==> src/rtl/jtcop_sndcomm_if.sv <==
`default_nettype none
// ---------------------------------------------------------------------------
// jtcop_sndcomm_if : bus bundle between the main CPU decoder side and the
//                    sound command channel / vblank IRQ block.
// Revision: 1.0
// ---------------------------------------------------------------------------
interface jtcop_sndcomm_if;
    logic       snreq;
    logic       RnW;
    logic [7:0] cpu_dout;
    logic       snd_latch_rd;
    logic       LVBL;
    logic       LVBL_l;
    logic       vint_clr;
    logic       cpu_iack;
    logic [7:0] snd_latch;
    logic       snd_nmin;
    logic       pending;
    logic       overrun;
    logic       cpu_ipl6n;

    modport master (
        output snreq, RnW, cpu_dout, snd_latch_rd, LVBL, LVBL_l, vint_clr, cpu_iack,
        input  snd_latch, snd_nmin, pending, overrun, cpu_ipl6n
    );

    modport slave (
        input  snreq, RnW, cpu_dout, snd_latch_rd, LVBL, LVBL_l, vint_clr, cpu_iack,
        output snd_latch, snd_nmin, pending, overrun, cpu_ipl6n
    );
endinterface
`default_nettype wire

==> src/rtl/jtcop_sndcomm.sv <==
`default_nettype none
// ---------------------------------------------------------------------------
// jtcop_sndcomm : 68000->6502 sound command latch with NMI pulse and
//                 handshake status, plus the 68000 level-6 vblank IRQ.
// Revision: 1.0
// ---------------------------------------------------------------------------
module jtcop_sndcomm #(
    parameter int unsigned NMI_LEN = 16
) (
    input  logic            clk,
    input  logic            rst,
    jtcop_sndcomm_if.slave  bus_io
);
    localparam logic [7:0] C_NMI_LEN = 8'(NMI_LEN);

    logic       wr_l_q;
    logic       rd_l_q;
    logic [7:0] nmi_cnt_q;
    logic [7:0] nmi_cnt_d;
    logic [7:0] latch_q;
    logic       nmin_q;
    logic       pending_q;
    logic       overrun_q;
    logic       ipl6n_q;

    logic       wr_req;
    logic       wr_ev;
    logic       rd_ev;
    logic       vb_ev;
    logic       irq_clr;

    assign wr_req  = bus_io.snreq & ~bus_io.RnW;
    assign wr_ev   = wr_req & ~wr_l_q;
    assign rd_ev   = bus_io.snd_latch_rd & ~rd_l_q;
    assign vb_ev   = ~bus_io.LVBL & bus_io.LVBL_l;
    assign irq_clr = bus_io.vint_clr | bus_io.cpu_iack;

    // A write reloads the counter, so a pulse in flight is stretched, never split
    always_comb begin
        nmi_cnt_d = (nmi_cnt_q != 8'd0) ? nmi_cnt_q - 8'd1 : 8'd0;
        if (wr_ev) begin
            nmi_cnt_d = C_NMI_LEN;
        end
    end

    always_ff @(posedge clk) begin
        if (rst) begin
            // Edge registers held high so a cycle straddling reset release is not an event
            wr_l_q    <= 1'b1;
            rd_l_q    <= 1'b1;
            nmi_cnt_q <= 8'd0;
            latch_q   <= 8'h00;
            nmin_q    <= 1'b1;
            pending_q <= 1'b0;
            overrun_q <= 1'b0;
            ipl6n_q   <= 1'b1;
        end else begin
            wr_l_q    <= wr_req;
            rd_l_q    <= bus_io.snd_latch_rd;
            nmi_cnt_q <= nmi_cnt_d;
            nmin_q    <= (nmi_cnt_d == 8'd0);

            if (wr_ev) begin
                latch_q   <= bus_io.cpu_dout;
                pending_q <= 1'b1;
                if (pending_q && !rd_ev) begin
                    overrun_q <= 1'b1;
                end
            end else if (rd_ev) begin
                pending_q <= 1'b0;
                overrun_q <= 1'b0;
            end

            if (vb_ev) begin
                ipl6n_q <= 1'b0;
            end else if (irq_clr) begin
                ipl6n_q <= 1'b1;
            end
        end
    end

    assign bus_io.snd_latch = latch_q;
    assign bus_io.snd_nmin  = nmin_q;
    assign bus_io.pending   = pending_q;
    assign bus_io.overrun   = overrun_q;
    assign bus_io.cpu_ipl6n = ipl6n_q;
endmodule
`default_nettype wire

==> src/flat_wrapper.sv <==
// flat-port wrapper written by rule: the top's interface ports become plain ports
module jtcop_sndcomm_flat 
#(
    parameter int unsigned NMI_LEN = 16
)
  (clk, rst, bus_io_snreq, bus_io_RnW, bus_io_cpu_dout, bus_io_snd_latch_rd, bus_io_LVBL, bus_io_LVBL_l, bus_io_vint_clr, bus_io_cpu_iack, bus_io_snd_latch, bus_io_snd_nmin, bus_io_pending, bus_io_overrun, bus_io_cpu_ipl6n);
  jtcop_sndcomm_if bus_io_i ();
  input  logic clk;
  input  logic rst;
  input wire logic [$bits(bus_io_i.snreq)-1:0] bus_io_snreq;
  input wire logic [$bits(bus_io_i.RnW)-1:0] bus_io_RnW;
  input wire logic [$bits(bus_io_i.cpu_dout)-1:0] bus_io_cpu_dout;
  input wire logic [$bits(bus_io_i.snd_latch_rd)-1:0] bus_io_snd_latch_rd;
  input wire logic [$bits(bus_io_i.LVBL)-1:0] bus_io_LVBL;
  input wire logic [$bits(bus_io_i.LVBL_l)-1:0] bus_io_LVBL_l;
  input wire logic [$bits(bus_io_i.vint_clr)-1:0] bus_io_vint_clr;
  input wire logic [$bits(bus_io_i.cpu_iack)-1:0] bus_io_cpu_iack;
  output wire logic [$bits(bus_io_i.snd_latch)-1:0] bus_io_snd_latch;
  output wire logic [$bits(bus_io_i.snd_nmin)-1:0] bus_io_snd_nmin;
  output wire logic [$bits(bus_io_i.pending)-1:0] bus_io_pending;
  output wire logic [$bits(bus_io_i.overrun)-1:0] bus_io_overrun;
  output wire logic [$bits(bus_io_i.cpu_ipl6n)-1:0] bus_io_cpu_ipl6n;
  assign bus_io_i.snreq = bus_io_snreq;
  assign bus_io_i.RnW = bus_io_RnW;
  assign bus_io_i.cpu_dout = bus_io_cpu_dout;
  assign bus_io_i.snd_latch_rd = bus_io_snd_latch_rd;
  assign bus_io_i.LVBL = bus_io_LVBL;
  assign bus_io_i.LVBL_l = bus_io_LVBL_l;
  assign bus_io_i.vint_clr = bus_io_vint_clr;
  assign bus_io_i.cpu_iack = bus_io_cpu_iack;
  assign bus_io_snd_latch = bus_io_i.snd_latch;
  assign bus_io_snd_nmin = bus_io_i.snd_nmin;
  assign bus_io_pending = bus_io_i.pending;
  assign bus_io_overrun = bus_io_i.overrun;
  assign bus_io_cpu_ipl6n = bus_io_i.cpu_ipl6n;
  jtcop_sndcomm #(.NMI_LEN(NMI_LEN)) u_core (.clk(clk), .rst(rst), .bus_io(bus_io_i));
endmodule
==> config.mk <==
export PLATFORM = sky130hd
export DESIGN_NAME = jtcop_sndcomm_flat
export DESIGN_NICKNAME = d
export VERILOG_FILES = /design/src/rtl/jtcop_sndcomm_if.sv /design/src/rtl/jtcop_sndcomm.sv /design/src/flat_wrapper.sv
export SDC_FILE = /design/constraint.sdc
export NUM_CORES = 1
export LEC_CHECK = 0
export CAP_MARGIN = 10
export CORE_MARGIN = 10
export CORE_UTILIZATION = 49
export CTS_CLUSTER_SIZE = 12
export DETAILED_ROUTE_END_ITERATION = 12
export PLACE_DENSITY_LB_ADDON = 0.25
export SETUP_SLACK_MARGIN = 0.02
export SLEW_MARGIN = 20
export SYNTH_ARGS = -nofsm -noshare
export SYNTH_HDL_FRONTEND = slang
export SYNTH_SLANG_ARGS = --single-unit
==> constraint.sdc <==
create_clock -name clk -period 3.35 [get_ports clk]
set_input_delay 0.335 -clock clk [delete_from_list [all_inputs] [get_ports clk]]
set_output_delay 0.335 -clock clk [all_outputs]
set_load 0.01 [all_outputs]
==> flow_summary.toml <==
[status]
outcome = "finished, final reports clean"

[worst_setup_path]
startpoint_type = "flip-flop"
crit_arrival_ns = 1.99
path_max_fanout = 6
critPathKind = "reg2reg"
critical_path_required_ns = 3.56
cp-end-kind = "flip-flop"

[placement]
place_congestion = 0.766
dp_hpwl_um = 1750
portBuffers = 28

[global_routing]
grt_pass1_vias = 760
grt_usage = 0.106
grt_pass1_wl_um = 3590
grt_max_degree = 19
grt_antenna_before_repair = 0
grt_remaining_overflow = 0

[clock_network]
cts_made_buffers = 3
cts_sinks = 22
path_clk_slew_ns = 0.11
ctsResizeCount = 0
htree_levels = 1
root_buffer = "clkbuf_4"
ctsHoldBuffers = 0
post_cts_buffers = 0
clock_path_buffers = 2
insertion_delay_ns = 0.31
cts_tree = "built"

[routing]
drt-wirelength-per-cell_um = 13.6
drt-initial-drc-count = 14
routed-wl-met2_um = 1080
first_pass_iters = 4
met1Wirelength_um = 1000
wl_met3_um = 120
final_antenna_net_count = 0
vias = 840
top_layer = "met4"
drc = 0
vias_per_cell = 5.15
drt-total-wl_um = 2220

[timing]
timing.fmax_mhz = 562
fin_crit_ns = 1.78
fin_crit_sh = 0.531
relSlewSlack = 0.606
finalSetupTns_ns = 0
clock_skew_ns = 0.00489
finalHoldViolations = 0
grt_setup_unrepaired = "no"
slew_viol_final = 0
worst_pin_slew_ns = 0.589
setup_violations = 0

[yosys]
syn_inst = 110
synthesis.nets = 129
synthTopCellsByArea = "dfxtp_1, nand2_1, a21oi_1"
ys_async_sr_fraction = 0
synth_common_cells = "dfxtp_1, nand2_1, a21oi_1"
syn_area_um2 = 976
syn-mean-instance-area_um2 = 8.87
synth_top_cell_by_area = "dfxtp_1"
synth_edf_count = 0
yosysSeqAreaShare = 0.451
synth.distinct_cells = 31
ys.warnings.count = 0
synth_most_common_cell = "dfxtp_1"
ys_ff_latch = 22
synth_top_area_share = 0.451
synthFlopType = "dfxtp_1"

[die]
core_area_mm2 = 0.00192
io_pins = 29
die_y_um = 64.6
dieArea_mm2 = 0.00418
initial_utilization = 0.508
rows = 16
fp.dieW_um = 64.6

[run]
maxCapViolCount = 0

[power]
power.leakage_nw = 0.465
peakVddDrop_v = 0.000552
p_per_area_mw_per_mm2 = 703

[hold_path]
hp-class = "reg2reg"

[final_layout]
final_core_util = 0.673
layout-drive-gt1-share = 0.110
area_growth_pct = 32.4
diodes = 0
final_nets = 156
[cell usage in the layout (no fill, tap or decap), types with 2 or more instances in the layout]
cell / instances
a211oi_1: 2
ha_1: 2
inv_1: 3
o21ai_0: 2
nand3_1: 2
dfxtp_1: 22
a21oi_1: 11
nand2_1: 18
nor2_1: 4
clkbuf_4: 3
nor3b_1: 3
o21bai_1: 2
nor3_1: 5
nor2_2: 6
nor2b_1: 3
xnor2_1: 4
clkdlybuf4s50_1: 28
[final timing paths]
kind	startpoint	endpoint	slack (ns)	depth (start not counted)
worst max register to register	u_core.nmi_cnt_q[5]	u_core.nmi_cnt_q[3]	1.57	4
worst min register to register	u_core.bus_io.snd_latch[7]	u_core.bus_io.snd_latch[7]	0.46	2
worst min-delay path	u_core.bus_io.snd_latch[7]	u_core.bus_io.snd_latch[7]	0.46	2
worst max-delay path	u_core.nmi_cnt_q[5]	u_core.nmi_cnt_q[3]	1.57	4
[cells by family (layout without fill, tap and decap cells)]
family	Yosys count	after routing	share of synthesized area
AND/OR/NAND/NOR	49	49	0.279
adder cells (fa/ha/maj)	2	2	0.0256
buffers and inverters	10	36	0.0538
XOR/XNOR	5	5	0.0449
flip-flops	22	22	0.451
AO/OA/AOI/OAI	22	22	0.145
[worst max-delay path, stage by stage (launching register included)]
cell and delay [ns]:
dfxtp_1 0.38, or4_4 0.59, nor4b_4 0.29, or3_1 0.34, nor2_2 0.07
[registers in the layout, indices dropped and copies added (netlist names)]
signal,count
u_core.bus_io.snd_nmin,1
u_core.nmi_cnt_q,8
u_core.bus_io.pending,1
u_core.bus_io.snd_latch,8
u_core.bus_io.overrun,1
u_core.bus_io.cpu_ipl6n,1
u_core.wr_l_q,1
u_core.rd_l_q,1
[per-layer routing]
metal | up-vias | global-route usage
li1 | 428 | -
met1 | 391 | 0.114
met2 | 19 | 0.182
met3 | 2 | 0.0481
met4 | 0 | 0.0321
met5 | - | 0
[where the power goes]
| group | internal [mW] | switching [mW] |
|---|---|---|
| clock network | 0.0665 | 0.0781 |
| logic | 0.197 | 0.177 |
| registers | 0.312 | 0.0775 |
[through the flow]
stage / setup slack [ns] / instances / instance area (µm²) / power (mW) / hold WS, ns
after floorplan: 1.76 / 110 / 976 / 0.687 / 0.442
after global placement: 1.47 / 159 / 1260 / 0.753 / 0.443
after detailed placement: 1.44 / 159 / 1260 / 0.769 / 0.453
after CTS: 1.57 / 163 / 1290 / 0.915 / 0.468
after global routing: 1.47 / 163 / 1290 / 0.971 / 0.485
final: 1.57 / 163 / 1290 / 0.908 / 0.464
[final cells by class]
class | count | area (µm²)
multi-input cells | 78 | 483
clock buffers | 4 | 36.3
repair buffers | 29 | 288
well taps | 27 | 33.8
flip-flops and latches | 22 | 440
fillers | 164 | 629
inverters | 3 | 11.3
No activity file was read; power rests on OpenSTA's default activity.
